File: src/rtl/ex_div_pkg.sv
// Shared types and constants for the EX-stage divider (package project_types).
// Optional feature macro used by ex_div: DIV_SIGNED_EN.
package project_types;

  localparam logic RST_ENABLE       = 1'b1;
  localparam logic DIV_RESULT_READY = 1'b1;
  localparam logic DIV_RESULT_NOT_READY = 1'b0;
  localparam logic DIV_START        = 1'b1;
  localparam logic DIV_STOP         = 1'b0;

  localparam logic [5:0] DIV_LAST_STEP = 6'd31;

  typedef enum logic [1:0] {
    DIV_IDLE = 2'd0,
    DIV_ZERO = 2'd1,
    DIV_ON   = 2'd2,
    DIV_END  = 2'd3
  } div_state_e;

  // Two's-complement negation of a 32-bit word.
  function automatic logic [31:0] neg32(input logic [31:0] v);
    return (~v) + 32'd1;
  endfunction

endpackage

File: src/rtl/ex_div_if.sv
// Request/result bundle between the EX stage (master) and the divider (slave).
interface ex_div_if;
  logic        start_i;
  logic        annul_i;
  logic        signed_div_i;
  logic [31:0] opdata1_i;
  logic [31:0] opdata2_i;
  logic [63:0] result_o;
  logic        ready_o;
  logic        stallreq_o;

  modport master (
    output start_i, annul_i, signed_div_i, opdata1_i, opdata2_i,
    input  result_o, ready_o, stallreq_o
  );

  modport slave (
    input  start_i, annul_i, signed_div_i, opdata1_i, opdata2_i,
    output result_o, ready_o, stallreq_o
  );
endinterface

File: src/rtl/ex_div.sv
// Multi-cycle restoring divider for the EX stage: 32 steps, result {rem, quot}.
// Define DIV_SIGNED_EN to honour signed_div_i (DIV); otherwise every divide is DIVU.
module ex_div
  import project_types::*;
(
  input  logic      clk,
  input  logic      rst,
  ex_div_if.slave   div_if
);

  div_state_e  state_q;
  logic [5:0]  cnt_q;
  logic [64:0] work_q;
  logic [31:0] divisor_q;
  logic [63:0] result_q;
  logic        ready_q;

  logic [33:0] diff_s;
  logic [64:0] work_d;
  logic [31:0] op1_mag_s;
  logic [31:0] op2_mag_s;
  logic [31:0] quot_s;
  logic [31:0] rem_s;
  logic        stall_s;

`ifdef DIV_SIGNED_EN
  logic neg_quot_q;
  logic neg_rem_q;
  logic op1_neg_s;
  logic op2_neg_s;
`endif

  // One restoring step; bit 64 is kept in the compare so divisors near 2^32 work.
  always_comb begin
    diff_s = {1'b0, work_q[64:32]} - {2'b00, divisor_q};
    if (diff_s[33]) begin
      work_d = {work_q[63:0], 1'b0};
    end else begin
      work_d = {diff_s[31:0], work_q[31:0], 1'b1};
    end
  end

  // Operand magnitudes on entry and sign fix-up of the final step's result.
  always_comb begin
`ifdef DIV_SIGNED_EN
    op1_neg_s = div_if.signed_div_i & div_if.opdata1_i[31];
    op2_neg_s = div_if.signed_div_i & div_if.opdata2_i[31];
    op1_mag_s = op1_neg_s ? neg32(div_if.opdata1_i) : div_if.opdata1_i;
    op2_mag_s = op2_neg_s ? neg32(div_if.opdata2_i) : div_if.opdata2_i;
    quot_s    = neg_quot_q ? neg32(work_d[31:0]) : work_d[31:0];
    rem_s     = neg_rem_q ? neg32(work_d[64:33]) : work_d[64:33];
`else
    op1_mag_s = div_if.opdata1_i;
    op2_mag_s = div_if.opdata2_i;
    quot_s    = work_d[31:0];
    rem_s     = work_d[64:33];
`endif
  end

  // Stall request: the pipeline must hold EX while a divide is pending.
  always_comb begin
    stall_s = 1'b0;
    if (rst == RST_ENABLE || div_if.annul_i) begin
      stall_s = 1'b0;
    end else begin
      case (state_q)
        DIV_IDLE: stall_s = div_if.start_i;
        DIV_ZERO: stall_s = 1'b1;
        DIV_ON:   stall_s = 1'b1;
        DIV_END:  stall_s = 1'b0;
        default:  stall_s = 1'b0;
      endcase
    end
  end

  // Divider FSM, working register and registered result/ready.
  always_ff @(posedge clk) begin
    if (rst == RST_ENABLE) begin
      state_q   <= DIV_IDLE;
      cnt_q     <= 6'd0;
      work_q    <= 65'd0;
      divisor_q <= 32'd0;
      result_q  <= 64'd0;
      ready_q   <= DIV_RESULT_NOT_READY;
`ifdef DIV_SIGNED_EN
      neg_quot_q <= 1'b0;
      neg_rem_q  <= 1'b0;
`endif
    end else begin
      case (state_q)
        DIV_IDLE: begin
          if (div_if.start_i == DIV_START && !div_if.annul_i) begin
            if (div_if.opdata2_i == 32'd0) begin
              state_q <= DIV_ZERO;
            end else begin
              state_q   <= DIV_ON;
              cnt_q     <= 6'd0;
              work_q    <= {32'd0, op1_mag_s, 1'b0};
              divisor_q <= op2_mag_s;
`ifdef DIV_SIGNED_EN
              neg_quot_q <= op1_neg_s ^ op2_neg_s;
              neg_rem_q  <= op1_neg_s;
`endif
            end
          end else begin
            state_q <= DIV_IDLE;
          end
        end
        DIV_ZERO: begin
          if (div_if.annul_i) begin
            state_q <= DIV_IDLE;
          end else begin
            state_q  <= DIV_END;
            result_q <= 64'd0;
            ready_q  <= DIV_RESULT_READY;
          end
        end
        DIV_ON: begin
          if (div_if.annul_i) begin
            state_q <= DIV_IDLE;
          end else begin
            work_q <= work_d;
            cnt_q  <= cnt_q + 6'd1;
            if (cnt_q == DIV_LAST_STEP) begin
              state_q  <= DIV_END;
              result_q <= {rem_s, quot_s};
              ready_q  <= DIV_RESULT_READY;
            end else begin
              state_q <= DIV_ON;
            end
          end
        end
        DIV_END: begin
          if (div_if.start_i == DIV_STOP) begin
            state_q  <= DIV_IDLE;
            result_q <= 64'd0;
            ready_q  <= DIV_RESULT_NOT_READY;
          end else begin
            state_q <= DIV_END;
          end
        end
        default: begin
          state_q <= DIV_IDLE;
        end
      endcase
    end
  end

  assign div_if.result_o   = result_q;
  assign div_if.ready_o    = ready_q;
  assign div_if.stallreq_o = stall_s;

endmodule

File: src/flat_wrapper.sv
// flat-port wrapper written by rule: the top's interface ports become plain ports
module ex_div_flat import project_types::*;
  (clk, rst, div_if_start_i, div_if_annul_i, div_if_signed_div_i, div_if_opdata1_i, div_if_opdata2_i, div_if_result_o, div_if_ready_o, div_if_stallreq_o);
  ex_div_if div_if_i ();
  input  logic clk;
  input  logic rst;
  input wire logic [$bits(div_if_i.start_i)-1:0] div_if_start_i;
  input wire logic [$bits(div_if_i.annul_i)-1:0] div_if_annul_i;
  input wire logic [$bits(div_if_i.signed_div_i)-1:0] div_if_signed_div_i;
  input wire logic [$bits(div_if_i.opdata1_i)-1:0] div_if_opdata1_i;
  input wire logic [$bits(div_if_i.opdata2_i)-1:0] div_if_opdata2_i;
  output wire logic [$bits(div_if_i.result_o)-1:0] div_if_result_o;
  output wire logic [$bits(div_if_i.ready_o)-1:0] div_if_ready_o;
  output wire logic [$bits(div_if_i.stallreq_o)-1:0] div_if_stallreq_o;
  assign div_if_i.start_i = div_if_start_i;
  assign div_if_i.annul_i = div_if_annul_i;
  assign div_if_i.signed_div_i = div_if_signed_div_i;
  assign div_if_i.opdata1_i = div_if_opdata1_i;
  assign div_if_i.opdata2_i = div_if_opdata2_i;
  assign div_if_result_o = div_if_i.result_o;
  assign div_if_ready_o = div_if_i.ready_o;
  assign div_if_stallreq_o = div_if_i.stallreq_o;
  ex_div u_core (.clk(clk), .rst(rst), .div_if(div_if_i));
endmodule
File: config.mk
export PLATFORM = sky130hd
export DESIGN_NAME = ex_div_flat
export DESIGN_NICKNAME = d
export VERILOG_FILES = /design/src/rtl/ex_div_pkg.sv /design/src/rtl/ex_div_if.sv /design/src/rtl/ex_div.sv /design/src/flat_wrapper.sv
export SDC_FILE = /design/constraint.sdc
export NUM_CORES = 1
export LEC_CHECK = 0
export CAP_MARGIN = 20
export CORE_AREA = 3 3 120 134
export CTS_BUF_LIST = sky130_fd_sc_hd__clkbuf_4
export DETAILED_ROUTE_END_ITERATION = 8
export DIE_AREA = 0 0 123 137
export PLACE_DENSITY = 0.77
export SYNTH_ARGS = -nofsm -noshare
export SYNTH_HDL_FRONTEND = slang
export SYNTH_SLANG_ARGS = --single-unit
export TNS_END_PERCENT = 1
File: constraint.sdc
create_clock -name clk -period 8.2 [get_ports clk]
set_input_delay 1.64 -clock clk [delete_from_list [all_inputs] [get_ports clk]]
set_output_delay 1.64 -clock clk [all_outputs]
set_load 0.05 [all_outputs]
# Yosys cells after proc, flatten, opt, wreduce, memory -nomap -nowiden
# Cells that the tools add are included.
# Widths: inputs -> output; s select.
[word_totals] elab_cells=58 in_bits=69 out_inout_bits=66 reg_bits=170
[classes] mux=28 bitwise=1 add_sub_neg=2 n_eq_ne=10 n_reduce_logical=11
[op_table] cell="$mux 65" n=4
[op_table] cell="$mux 64" n=4
[op_table] cell="$pmux 64 s3" n=1
[op_table] cell="$pmux 65 s2" n=1
[op_table] cell="$sub 33x32->34" n=1
[op_table] cell="$logic_not 32->1" n=1
[op_table] cell="$mux 6" n=3
[op_table] cell="$pmux 6 s2" n=1
[op_table] cell="$mux 2" n=5
[op_table] cell="$ne 2x2->1 const B" n=4
[op_table] cell="$pmux 2 s4" n=1
[op_table] cell="$add 6x1->6 const B" n=1
[op_table] cell="$eq 6x5->1 const B" n=1
[op_table] cell="$mux 1" n=6
[op_table] cell="$pmux 1 s3" n=2
[op_table] cell="$reduce_and 5->1" n=1
[op_table] cell="$eq 2x2->1 const B" n=2
[op_table] cell="$ne 2x1->1 const B" n=2
[op_table] cell="$reduce_and 4->1" n=1
[op_table] cell="$reduce_and 3->1" n=1
[op_table] cell="$reduce_bool 3->1" n=1
[op_table] cell="$eq 2x1->1 const B" n=1
[op_table] cell="$logic_not 2->1" n=1
[op_table] cell="$reduce_bool 2->1" n=1
[op_table] cell="other kinds (5)" n=5

# Longest topological paths before layout
# Gate-level depths: netlist of run 1.
[logic_depth] depth_word=5 ltp_mapped=14 depth_no_buf=13

# Worst setup path after synthesis of run 1
# Ideal clock, no wire load.
[synth_timing] path_type="input to output" from="in rst" to="out div_if_stallreq_o" cell_stages=3 required_ns=6.560 path_slack_ns=3.438 n_path_buf=2 arrival_time_ns=3.122 cell_sequence="clkbuf_1 clkbuf_1 nor3_1"
[synth_via] elab_chain_cells=2
[synth_rtl] item="start, declared" line_no="flat_wrapper.sv:6" source="input logic rst;"
[synth_rtl] item="$logic_or 1x1->1" line_no="ex_div.sv:63" source="if (rst == RST_ENABLE || div_if.annul_i) begin"
[synth_rtl] item="$mux 1" line_no="ex_div.sv:63"
[synth_rtl] item="end, declared" line_no="flat_wrapper.sv:14" source="output wire logic [$bits(div_if_i.stallreq_o)-1:0] div_if_stallreq_o;"
# Every way passes these cells.

# Worst setup path in the final report of run 1
[layout_timing] from="in div_if_start_i" to="out div_if_stallreq_o"
[layout_via] elab_chain_cells=2
[layout_rtl] item="start, declared" line_no="flat_wrapper.sv:7" source="input wire logic [$bits(div_if_i.start_i)-1:0] div_if_start_i;"
[layout_rtl] item="$pmux 1 s3" line_no="ex_div.sv:66" source="case (state_q)"
[layout_rtl] item="$mux 1" line_no="ex_div.sv:63"
# Every way passes these cells.

==> metrics.md, run 1 <==
| Metric | Value |
|---|---|
| Status | finished clean |
| GRT overflow | 0 |
| Mapped cell area | around 8100 um^2 |
| Clock tree root driver cell | clkbuf_4 |
| First-pass GRT wire length | approximately 34000 um |
| Setup crit end kind | output port |
| Area leader, netlist | dfxtp_1 |
| Fin. Hold Viols | 0 |
| CTS H-tree depth | 4 |
| Leakage | 3.61 nW |
| CTS sink cnt | between 150 and 200 |
| Crit path launch type | input port |
| Total GRT Usage | 25.0% |
| Tcrit/Tclk final | 59.6% |
| Drc violations | 0 |
| # hold bufs at CTS | 0 |
| Count leader, synth | nand2_1 |
| Post-DP HPWL | between 10000 and 15000 um |
| Synth cell count leaders | 177 x nand2_1, 170 x dfxtp_1, 96 x a21oi_1 |
| Die Ht | 137 um |
| Drt total wl | ~21000 um |
| Min Tclk post-route | ~4.9 ns |
| DR WL/cell | ~16 um |
| Largest buffer count on any clock path | 2 |
| GP Congestion | slightly above 0.9 |
| Postcts setup bufs | 0 |
| Syn. warnings | 0 |
| Post-Layout Cell Count | between 1000 and 1500 |
| Area Growth Syn to Fin | 21.4% |
| Die ar. | 16900 um^2 |
| Worst Hold Class | reg -> reg |
| Largest net degree at the start of global routing | 94 |
| Dpl cells | roughly 1300 |
| Antenna violations before repair | 0 |
| Sequential cell area | ~3400 um^2 |
| Vias in the first global route | a little under 7000 |
| Syn_area_per_cell | 8.20 um^2 |
| Count of final setup violators | 0 |
| TNS Setup | 0 ns |
| Critical Path Fanout Max | 5 |
| Synthesized netlist cell count | approximately 1000 |
| Register bit total from synthesis | 170 |
| Peak VDD IR | between 0.1 and 0.15 mV |
| Post-synth top area share | around two fifths |
| Vias/cell | around 5.6 |
| Chip width | ~120 um |
| Max Clock Freq | 205 MHz |
| Clk_lat worst skew | 0.59 ns |
| Dominant synthesized flop cell | dfxtp_1 |
| Pwr Density | about 170 nW/um^2 |
| Slew @ Worst Pin | approximately 1.0 ns |
| Worst-path clk slew | 0.13 ns |
| Max-slew violation count | 0 |
| Share of flip-flops with an asynchronous set or reset | 0% |
| RSZ-0062 raised after global routing | no |
| Filler Cells Inserted | between 1000 and 1500 |
| CP required | ~6.6 ns |
| Power Total | between 0.0015 and 0.002 W |
| Core area | about 15000 um^2 |
| Post_cts resized | 0 |
| # rows | 47 |
| Crit Path Class | in -> out |
| CTS tree | built |
| # port buffers | between 100 and 150 |
| Slew headroom | approximately 30% |
| Max Cap Viol | 0 |
| Distinct cells, synth | 53 |
| Initial Util | a little over half |
| Worst Path Arrival | between 3 and 4 ns |
| Syn Nets | between 1000 and 1500 |
| Top cells by area, synth | dfxtp_1 42%, nand2_1 8.2%, a21oi_1 5.9% |
| Drt pass-1 iters | 5 |
| Fraction of layout cells with a size suffix above 1 | around 5.3% |
| Multi-input logic area | 4310 um^2 |
| Post-synth EDFFs | 0 |
| Routed Antenna Nets | 0 |
| IO Count | approximately 140 |
| DR vias | between 7000 and 8000 |
| Fin nets | 1199 |
| Worst Skew | around 0.021 ns |
| Number of buffers created by CTS | 17 |
| Iter 0 DRT Violations | approximately 490 |
| Post-synthesis sequential area ratio | roughly two fifths |
## worst max-delay path, stage by stage
cell and delay [ns]:
clkdlybuf4s50_1 0.54, mux2i_1 0.10, nor3_1 0.13, clkdlybuf4s50_1 0.84
## power by group
| part | leakage (nW) | switching [W] | internal, W |
|---|---|---|---|
| combinational | 2.09 | 0.000195 | 0.000140 |
| sequential | 1.38 | 0.0000121 | 0.000845 |
| clock | 0.143 | 0.000311 | 0.000181 |
## cell families after synthesis
logic type / share of synthesized area (%)
DFF: 42.0
and+or+nand+nor: 18.2
buffers and inverters: 5.05
muxes: 4.23
AOI/OAI and AO/OA: 21.3
adders and majority gates: 6.11
xor gates and xnor gates: 3.13
## flip-flops by register name, summed over array words and instances (netlist names)
| name | count |
|---|---|
| u_core.cnt_q | 6 |
| u_core.div_if.ready_o | 1 |
| u_core.div_if.result_o | 64 |
| u_core.divisor_q | 32 |
| u_core.state_q | 2 |
| u_core.work_q | 65 |
## path summary, 6_finish.rpt
path                                                  from                    endpoint  slack, ns  cells after the start
worst max-delay path                        div_if_start_i           div_if_stallreq_o       3.31                      4
worst min-delay path            u_core.div_if.result_o[52]  u_core.div_if.result_o[52]       0.45                      2
worst max register to register         u_core.divisor_q[1]  u_core.div_if.result_o[42]       4.30                     13
worst min register to register  u_core.div_if.result_o[52]  u_core.div_if.result_o[52]       0.45                      2
## per-stage QoR
stage	util, %	cell area (um^2)	setup slack (ns)	hold slack [ns]
finish	66.2	9840	3.31	0.453
global route	66.1	9830	3.23	0.474
detailed placement	64.0	9530	3.31	0.441
floorplan	-	8110	3.44	0.436
global placement	64.0	9530	3.31	0.435
CTS	65.9	9810	3.30	0.459
## layer usage
| layer | share of wire, % | wire length, um | vias up | track usage, % |
|---|---|---|---|---|
| met3 | 6.3 | 1310 | 38 | 6.86 |
| met2 | 46 | 9610 | 215 | 40.1 |
| met4 | 2.1 | 439 | 0 | 7.45 |
| met5 | 0 | 0 | - | 0 |
| met1 | 45 | 9400 | 3373 | 32.9 |
| li1 | - | - | 3703 | - |
## area by class of cell
cell class / instances / share of cell area [%]
Antenna cell: 3 / 0.0763
Clock buffer: 17 / 1.30
Clock inverter: 15 / 1.54
Inverter: 40 / 1.53
Multi-Input combinational cell: 716 / 43.8
Sequential cell: 170 / 34.6
Tap cell: 196 / 2.49
Timing Repair Buffer: 146 / 14.7
## cell usage in the layout (no fill, tap or decap), drive strengths merged, types with 4 or more instances in the layout
cell type      count
xor2               8
ha                38
a21oi             96
o21a               9
a21o              18
nand4             11
clkinv             7
or3                4
a211oi             5
nor4               8
mux2i             32
inv               42
a22o               8
a222oi            31
a31oi              8
nor2              72
dfxtp            170
clkbuf            17
o31ai              6
nor3              14
clkinvlp           4
clkdlybuf4s50    132
buf               14
nand3             40
xnor2             21
o21ai             68
nor2b              9
nand2            177
Note: power is estimated with default switching activity, not from simulation.
==> inputs of run 2 (changes only) <==
Settings changed: CORE_AREA 3 3 120 134 to 3 3 126 140, DIE_AREA 0 0 123 137 to 0 0 129 143, PLACE_DENSITY 0.77 to 0.74.
Clock period 8.2 ns to 4 ns, I/O delays scaled along.
==> run 2 against run 1 <==
Against the previous run:
- routed wire length down 0.97%
- non-clock buffer count is 6 higher
- die area rose by 9.5%
- via count rose by 1.3%
- clock power is 100% higher
- register-to-register slack got worse by 3.8 ns
- clock skew decreased by 0.0022 ns
- design area grew 0.56%
- sequential share of layout area fell by 0.19 points
- critical path depth increased by 9
- flip-flop and latch count is the same
==> metrics.md, run 2 (same netlist as run 1, synthesis figures left out) <==
| Metric | Value |
|---|---|
| Status | finished clean |
| Drc violations | 0 (unchanged) |
| Worst-path clk slew | 0.13 ns (about the same) |
| Clk pwr share | 28.7% (-0.5 points) |
| Hold Path Depth | 2 (unchanged) |
| Area Growth Syn to Fin | 22.1% |
| Cell Chain, Critical Path | inv_1, ha_1, fa_1, nor2b_1, o2111a_1, nor3_1, o31ai_1, a41oi_1, o31ai_1, a41oi_1, xnor2_1, mux2i_1, o21ai_1 |
| GRT overflow | 0 (unchanged) |
| Antenna violations before repair | 1 (+1) |
| Max Cap Viol | 0 (unchanged) |
| Slew @ Worst Pin | 0.991 ns (-0.0534 ns) |
| IO Count | 135 (unchanged) |
| Min Tclk post-route | between 3 and 4 ns |
| Drt pass-1 iters | 7 (+2) |
| Post-DP HPWL | 14600 um (+2.6%) |
| Slowest-stage cell, CP | o31ai_1 |
| Peak VDD IR | 0.240 mV (+120%) |
| CP required | 4.45 ns (-2.11 ns) |
| P_int | 0.00246 W (+110%) |
| Critical Path Fanout Max | 4 (-1) |
| P_sw | 0.000996 W (+92%) |
| Clk_lat worst skew | 0.57 ns (-0.02 ns) |
| PnR worst setup slack | 0.486 ns (-2.82 ns) |
| Largest buffer count on any clock path | 2 (unchanged) |
| Most frequent cells in the layout | 177 x nand2_1, 170 x dfxtp_1, 132 x clkdlybuf4s50_1, 96 x a21oi_1, 67 x nor2_1 |
| First-pass GRT wire length | 33500 um (-0.72%) |
| Sw Ratio | 28.8% (-1.9 points) |
| Routed Antenna Nets | 0 (unchanged) |
| Fraction of layout cells with a size suffix above 1 | 5.15% (-0.10 points) |
| Leakage | 3.64 nW (+0.72%) |
| # hold bufs at CTS | 0 (unchanged) |
| Fin nets | 1205 (+0.50%) |
| Worst Path Arrival | 3.96 ns (+0.71 ns) |
| RSZ-0062 raised after global routing | no |
| Max incr delay on CP | 0.52 ns (-0.32 ns) |
| Total GRT Usage | 22.3% (-2.7 points) |
| Dpl cells | 1282 (+1.2%) |
| # rows | 49 (+4.3%) |
| Worst Hold Class | reg -> reg |
| Post-Layout Cell Count | 1312 (+0.69%) |
| Biggest register | u_core.work_q |
| Most common cell after layout, fill and taps aside | nand2_1 |
| Fin. Hold Viols | 0 (unchanged) |
| Count of final setup violators | 0 (unchanged) |
| Chip width | 129 um (+4.9%) |
| Vias/cell | 5.66 (+0.59%) |
| Iter 0 DRT Violations | 544 (+10%) |
| Worst Skew | 0.0192 ns (-0.00216 ns) |
| Die ar. | 18400 um^2 (+9.5%) |
| Crit Path Class | reg -> reg |
| Max Clock Freq | around 280 MHz |
| Die Ht | 143 um (+4.4%) |
| Max reg flops | 65 (unchanged) |
| Postcts setup bufs | 0 (unchanged) |
| Setup crit end kind | register |
| Filler Cells Inserted | 1498 (+18%) |
| Crit path launch type | register |
| DR WL/cell | 15.7 um (-1.7%) |
| CTS tree | built |
| TNS Setup | 0 ns (unchanged) |
| Initial Util | 49.7% (-4.8 points) |
| Number of buffers created by CTS | 17 (unchanged) |
| Share of power burned in registers | 50.8% (about the same) |
| Pre-CTS setup slack | 0.529 ns (-2.78 ns) |
| DR vias | 7423 (+1.3%) |
| Drt total wl | 20600 um (-0.97%) |
| Reg2Reg Depth | 13 (unchanged) |
| Largest net degree at the start of global routing | 98 (+4.3%) |
| CTS sink cnt | 170 (unchanged) |
| Combinational share of power | 20.5% (+0.6 points) |
| Tcrit/Tclk final | between 80% and 90% |
| Final hold slack | 0.453 ns (-0.000485 ns) |
| Vias in the first global route | 6952 (+0.64%) |
| CTS H-tree depth | 4 (unchanged) |
| # port buffers | 133 (unchanged) |
| Slew headroom | 34.0% (+3.6 points) |
| Clock tree root driver cell | clkbuf_4 |
| GP Congestion | 0.952 (+3.1%) |
| Post_cts resized | 0 (unchanged) |
| Core area | 16300 um^2 (+9.6%) |
| Pwr Density | 349 nW/um^2 (+100%) |
| Max-slew violation count | 0 (unchanged) |
## run 2: cell type report
type	instances	area, um^2	share of cell area [%]
inverter	40	150	1.52
multi-input combinational	716	4310	43.6
antenna	2	5.00	0.0506
sequential	170	3400	34.4
tap	204	255	2.58
timing repair buffer	152	1510	15.2
clock buffer	18	135	1.37
clock inverter	10	129	1.30
## run 2: final timing paths
| path | startpoint | end | slack, ns |
|---|---|---|---|
| max reg2reg | u_core.work_q[32] | u_core.work_q[57] | 0.49 |
| min reg2reg | u_core.div_if.result_o[40] | u_core.div_if.result_o[40] | 0.45 |
| min | u_core.div_if.result_o[40] | u_core.div_if.result_o[40] | 0.45 |
| max | u_core.work_q[32] | u_core.work_q[57] | 0.49 |
## run 2: per-layer routing
metal	vias to the layer above	global-route usage (%)	routed length [um]
li1	3704	-	-
met1	3451	28.9	9240
met2	237	36.1	9470
met3	31	5.76	1380
met4	0	7.74	464
met5	-	0	0
## run 2: power by group through the flow
| stage | logic (W) | registers, W | clock network [W] |
|---|---|---|---|
| finish | 0.000708 | 0.00176 | 0.000990 |
| global placement | 0.000698 | 0.00179 | 0 |
| detailed placement | 0.000704 | 0.00179 | 0 |
| floorplan | 0.000476 | 0.00180 | 0 |
| global route | 0.000775 | 0.00176 | 0.00108 |
| CTS | 0.000709 | 0.00176 | 0.00101 |
## run 2: worst max-delay path: cells and delay by family (launching register included)
kind                       cells  cell delay (ns)
AOI/OAI and AO/OA              6             1.70
xor gates and xnor gates       1             0.17
adders and majority gates      2             0.61
buffers and inverters          1             0.05
DFF                            1             0.35
muxes                          1             0.23
and+or+nand+nor                2             0.29
## run 2: stage by stage
step	instance area (um^2)	power, W	util [%]
6_report	9900	0.00345	60.7
5_1_grt	9900	0.00361	60.7
3_3_place_gp	9630	0.00249	59.0
4_1_cts	9890	0.00348	60.7
3_5_place_dp	9630	0.00250	59.0
2_1_floorplan	8110	0.00227	-
==> inputs of run 3 (changes only) <==
Settings changed: SLEW_MARGIN from default to 20.
==> results of run 3 <==
No change in the layout: final DEF, timing and power equal those of run 2.
